**src/rtl/adc_discr_align_ctrl.sv**
```systemverilog
// Link-training controller: pulses deserializer io_reset/bitslip until every lane shows its
// training pattern for MATCH_COUNT cycles. Define DISCR_ALIGN_EN to also train the discr lane.
module adc_discr_align_ctrl #(
   parameter logic [11:0] TRAIN_PATTERN   = 12'h3F0,
   parameter logic [7:0]  DISCR_PATTERN   = 8'hF0,
   parameter int unsigned IO_RESET_CYCLES = 4,
   parameter int unsigned SETTLE_CYCLES   = 8,
   parameter int unsigned MATCH_COUNT     = 16,
   parameter int unsigned MAX_SLIPS       = 6
) (
   input  logic        lclk,
   input  logic        rst,
   input  logic        start,
   input  logic [11:0] adc_bits,
   input  logic [7:0]  discr_bits,
   output logic [1:0]  adc_io_reset,
   output logic [1:0]  adc_bitslip,
   output logic        discr_io_reset,
   output logic        discr_bitslip,
   output logic        busy,
   output logic        locked,
   output logic        fail,
   output logic [2:0]  fail_lane,
   output logic [2:0]  slip_count_0,
   output logic [2:0]  slip_count_1
);

`ifdef DISCR_ALIGN_EN
   localparam logic [2:0] LANE_EN = 3'b111;
`else
   localparam logic [2:0] LANE_EN = 3'b011;
`endif
   localparam logic [2:0]  SLIP_MAX    = 3'(MAX_SLIPS);
   localparam logic [15:0] IORST_LAST  = 16'(IO_RESET_CYCLES - 1);
   localparam logic [15:0] SETTLE_LAST = 16'(SETTLE_CYCLES - 1);
   localparam logic [15:0] MATCH_LAST  = 16'(MATCH_COUNT - 1);

   typedef enum logic [2:0] {
      StIdle, StIoRst, StSettle, StCheck, StSlip, StLocked, StFail
   } state_e;

   state_e          state_q, state_d;
   logic [15:0]     timer_q, timer_d;
   logic [15:0]     match_q, match_d;
   logic [2:0]      mask_q, mask_d;
   logic [2:0]      fail_lane_q, fail_lane_d;
   logic [2:0][2:0] slip_q, slip_d;
   logic [2:0]      miss;
   logic [2:0]      exhausted;

   // Lanes not being trained never report a mismatch, so they never slip or fail.
   assign miss = LANE_EN & {discr_bits != DISCR_PATTERN,
                            adc_bits[11:6] != TRAIN_PATTERN[11:6],
                            adc_bits[5:0] != TRAIN_PATTERN[5:0]};

   always_comb begin
      exhausted = '0;
      for (int i = 0; i < 3; i++) begin
         exhausted[i] = miss[i] && (slip_q[i] == SLIP_MAX);
      end
   end

   always_comb begin
      state_d     = state_q;
      timer_d     = timer_q;
      match_d     = match_q;
      mask_d      = mask_q;
      fail_lane_d = fail_lane_q;
      slip_d      = slip_q;
      unique case (state_q)
         StIdle, StLocked, StFail: begin
            if (start) begin
               state_d     = StIoRst;
               timer_d     = '0;
               match_d     = '0;
               mask_d      = '0;
               fail_lane_d = '0;
               slip_d      = '0;
            end
         end
         StIoRst: begin
            if (timer_q == IORST_LAST) begin
               state_d = StSettle;
               timer_d = '0;
            end else begin
               timer_d = timer_q + 16'd1;
            end
         end
         StSettle: begin
            if (timer_q == SETTLE_LAST) begin
               state_d = StCheck;
               timer_d = '0;
            end else begin
               timer_d = timer_q + 16'd1;
            end
         end
         StCheck: begin
            if (miss == '0) begin
               match_d = match_q + 16'd1;
               if (match_q == MATCH_LAST) state_d = StLocked;
            end else begin
               match_d = '0;
               if (exhausted != '0) begin
                  state_d     = StFail;
                  fail_lane_d = exhausted;
               end else begin
                  state_d = StSlip;
                  mask_d  = miss;
               end
            end
         end
         StSlip: begin
            for (int i = 0; i < 3; i++) begin
               if (mask_q[i] && slip_q[i] != SLIP_MAX) slip_d[i] = slip_q[i] + 3'd1;
            end
            state_d = StSettle;
            timer_d = '0;
         end
         default: state_d = StIdle;
      endcase
   end

   always_ff @(posedge lclk) begin
      if (rst) begin
         state_q     <= StIdle;
         timer_q     <= '0;
         match_q     <= '0;
         mask_q      <= '0;
         fail_lane_q <= '0;
         slip_q      <= '0;
      end else begin
         state_q     <= state_d;
         timer_q     <= timer_d;
         match_q     <= match_d;
         mask_q      <= mask_d;
         fail_lane_q <= fail_lane_d;
         slip_q      <= slip_d;
      end
   end

   assign adc_io_reset   = {2{state_q == StIoRst}};
   assign discr_io_reset = LANE_EN[2] && (state_q == StIoRst);
   assign adc_bitslip    = (state_q == StSlip) ? mask_q[1:0] : 2'b00;
   assign discr_bitslip  = (state_q == StSlip) && mask_q[2];
   assign busy           = (state_q == StIoRst) || (state_q == StSettle) ||
                           (state_q == StCheck) || (state_q == StSlip);
   assign locked         = (state_q == StLocked);
   assign fail           = (state_q == StFail);
   assign fail_lane      = fail_lane_q;
   assign slip_count_0   = slip_q[0];
   assign slip_count_1   = slip_q[1];

endmodule

```
**config.mk**
```make
export PLATFORM = sky130hd
export DESIGN_NAME = adc_discr_align_ctrl
export DESIGN_NICKNAME = d
export VERILOG_FILES = /design/src/rtl/adc_discr_align_ctrl.sv
export SDC_FILE = /design/constraint.sdc
export NUM_CORES = 1
export LEC_CHECK = 0
export CORE_ASPECT_RATIO = 1.2
export CORE_MARGIN = 3
export CORE_UTILIZATION = 55
export CTS_BUF_LIST = sky130_fd_sc_hd__clkbuf_8
export CTS_CLUSTER_SIZE = 10
export DETAILED_ROUTE_END_ITERATION = 16
export PLACE_DENSITY_LB_ADDON = 0.3
export SKIP_CTS_REPAIR_TIMING = 1
export SLEW_MARGIN = 25
export SYNTH_ARGS = -nofsm -noshare
export SYNTH_HDL_FRONTEND = slang
export SYNTH_SLANG_ARGS = --single-unit
```
**constraint.sdc**
```tcl
create_clock -name lclk -period 2.6 [get_ports lclk]
set_clock_uncertainty 0.1 [all_clocks]
set_input_delay 0.39 -clock lclk [delete_from_list [all_inputs] [get_ports lclk]]
set_output_delay 0.39 -clock lclk [all_outputs]
set_load 0.01 [all_outputs]
```
==> run metrics <==
TritonCTS clock tree=yes; Setup CP Type=reg -> out; die height=80.26 microns; Net Sw Power=346.1 uW; Ant. Diodes=0; Critical Path AT=1.97 ns; Fillers=378; Worst Hold End=fail_lane[1]; Clock power frac=0.351; Syn Std Cell Area=0.002527 sq mm; Worst Hold Slack=0.3778 ns; clock root cell=clkbuf_8; H-tree depth=2; global-route wire length before repair=8825 microns; Total Nets Final=363; Post-Synthesis Cells=309; sequential share of power=0.524; die width=67.88 microns; gr usage total=0.2050; Worst Hold Class=reg -> reg; largest family of logic cells by synthesized area=simple AND/OR/NAND/NOR gates; r2r startpoint=state_q[0]; EDFF count, synth=0; antenna violations before repair=0; Synth-to-Final Area Change=16.58%; post-synthesis mux area share=0.007921; Register-to-Register Path Depth=5; worst-skew pair later-pin latency=0.30 ns; cell area after layout=0.002947 sq mm; Slew Viols, Final=0; Hold Path Cell Cnt=2; Worst setup EP type=output pin; xor/xnor share of the synthesized area=0.07822; placed inst area=0.002840 sq mm; Main synth FF type=dfxtp_1; Max-cap violations=0; Via density=5.813; pin count of the biggest net entering global routing=30; IO buf count=29; final setup fails=0; Comb pwr share=0.125; DRT antenna net count=0; RSZ-0062 raised after global routing=false; worst vdd ir=328.5 uV; CTS buffer count=5; PD cells=462.3 mW/mm^2; share of flip-flops with an asynchronous set or reset=0; Seq/Total Area, Yosys=0.3564; Max-Slew Margin vs Limit=0.5859; Initial Utilization=0.5798; Synth Area in Compound Gates=0.1455; Synth area leader=dfxtp_1; P_int=1.016 mW; Leak Pwr=0.9616 nW; DR pass1 iterations=4; via count=2273; switching share of power=0.2541; clk buf depth=2; final worst path period share=0.9466; Placer Congestion=0.7980; worst slew pin tran=0.6203 ns; Final Hold Viols=0; drt first-iter violations=97; Post-Synth Adder-Cell Area=0.02970; reg-to-reg setup timing slack=0.31 ns; top-area cell type share of the netlist area=0.3564; Yosys reg bits=45; Ys Warns=0; # DRC=0; worst-path maximum fanout=18; I/O pins=41; Synth area leaders=dfxtp_1 (36%), xnor2_1 (5.9%), nor2_1 (5.5%); Yosys cell types=49; Worst Hold Launch=fail_lane[1]; status=finished, final reports clean; clock sink count=45; # rows=26; layout cells sized above 1=0.06866; reg-to-reg critical path endpoint=timer_q[1]; DP Wirelength=3848 microns; Synth Area in Simple Gates=0.3337; setup_tns=0 ns; Worst EP required=2.11 ns; fmax=406.3 MHz; final wirelength=5294 microns; Die Footprint=0.005448 sq mm; syn_area_per_cell=8.179 sq um; vias in the first global route=2135; post-route minimum period=2.461 ns; core area=0.004359 sq mm; Overflow after GRT=0; startpoint types=flop; clk slew on worst S/H paths=0.09 ns; DR WL/cell=13.54 microns
[sequential cells by signal, indices dropped and copies added, names as in the netlist]
register,count
fail_lane,2
slip_count_1,3
match_q,16
slip_count_0,3
timer_q,16
mask_q,2
state_q,3
[cell usage after synthesis, types with 2 or more instances]
cell and instances:
clkbuf_1 6, buf_2 8, nor4b_1 5, nand2b_1 2, and3_1 6, nand4_1 8, buf_4 5, nand2_1 18
nor4_1 7, and2_1 6, a31oi_1 8, nand3_1 17, or4_1 3, or3b_1 3, nor3_1 12, nor3b_1 4
xor2_1 3, a211oi_1 3, a21o_1 2, inv_1 5, o21ai_0 13, a41oi_1 2, dfxtp_1 45, or3_1 4
and4_1 4, nand3b_1 4, nor2_1 37, a21oi_1 22, ha_1 6, xnor2_1 17, o21ai_1 4, mux2i_1 2
a311oi_1 2
[how the worst max path moves through the flow]
stage	from	endpoint	cells past startpoint
floorplan	adc_bits[1]	match_q[10]	5
global placement	adc_bits[1]	match_q[13]	6
detailed placement	adc_bits[1]	match_q[13]	6
CTS	state_q[0]	adc_bitslip[0]	3
global route	state_q[0]	busy	3
finish	state_q[0]	busy	3
[layout make-up]
class                   instances  area, sq um  area share
clock buffers                   7        96.34     0.03270
clock inverters                 1        5.005    0.001699
inverters                       5        18.77    0.006369
multi-input cells             242         1520      0.5159
flip-flops and latches         45        900.9      0.3057
well taps                      56        70.07     0.02378
repair buffers                 35        335.3      0.1138
[worst max-delay path, cell delays in order, from the launching register on]
cell and delay [ns]:
dfxtp_1 0.73, or3_4 0.28, and2_1 0.12, clkdlybuf4s50_1 0.54
[power groups by stage]
stage,clock network [mW],registers (mW),logic (mW)
finish,0.478,0.714,0.170
global route,0.504,0.717,0.185
CTS,0.488,0.713,0.171
detailed placement,0,0.729,0.170
global placement,0,0.728,0.170
floorplan,0,0.714,0.131
[layout by cell type (no fill, tap or decap), types with 7 or more instances in the layout]
cell type,Yosys,layout
nor4_1,7,7
o21ai_0,13,13
nand2_1,18,18
nand3_1,17,17
dfxtp_1,45,45
xnor2_1,17,17
a21oi_1,22,22
nand4_1,8,8
clkbuf_8,0,7
nor3_1,12,12
a31oi_1,8,8
nor2_1,37,37
clkdlybuf4s50_1,0,29
[per-layer routing]
| metal | GRT usage | wire (microns) |
|---|---|---|
| met1 | 0.2321 | 2349 |
| met2 | 0.3788 | 2720 |
| met5 | 0 | 0 |
| met4 | 0.05368 | 48 |
| met3 | 0.04336 | 175 |
[logic make-up (layout without fill, tap and decap cells)]
logic type               after synthesis  after routing
buffers and inverters                 24             48
adder cells (fa/ha/maj)                6              6
multiplexers                           2              2
AND/OR/NAND/NOR                      149            149
other                                  1              3
AO/OA/AOI/OAI                         61             61
XOR/XNOR                              21             21
flip-flops                            45             45
[stage by stage]
stage / instances / power [mW] / utilization / setup slack (ns)
after floorplan: 311 / 0.8454 / - / 0.7516
after global placement: 383 / 0.8980 / 0.6516 / 0.1523
after detailed placement: 383 / 0.8998 / 0.6516 / 0.09292
after CTS: 391 / 1.372 / 0.6748 / 0.1044
after global routing: 391 / 1.405 / 0.6759 / 0.05645
final: 391 / 1.362 / 0.6759 / 0.1388
(Power assumes the default switching activity.)
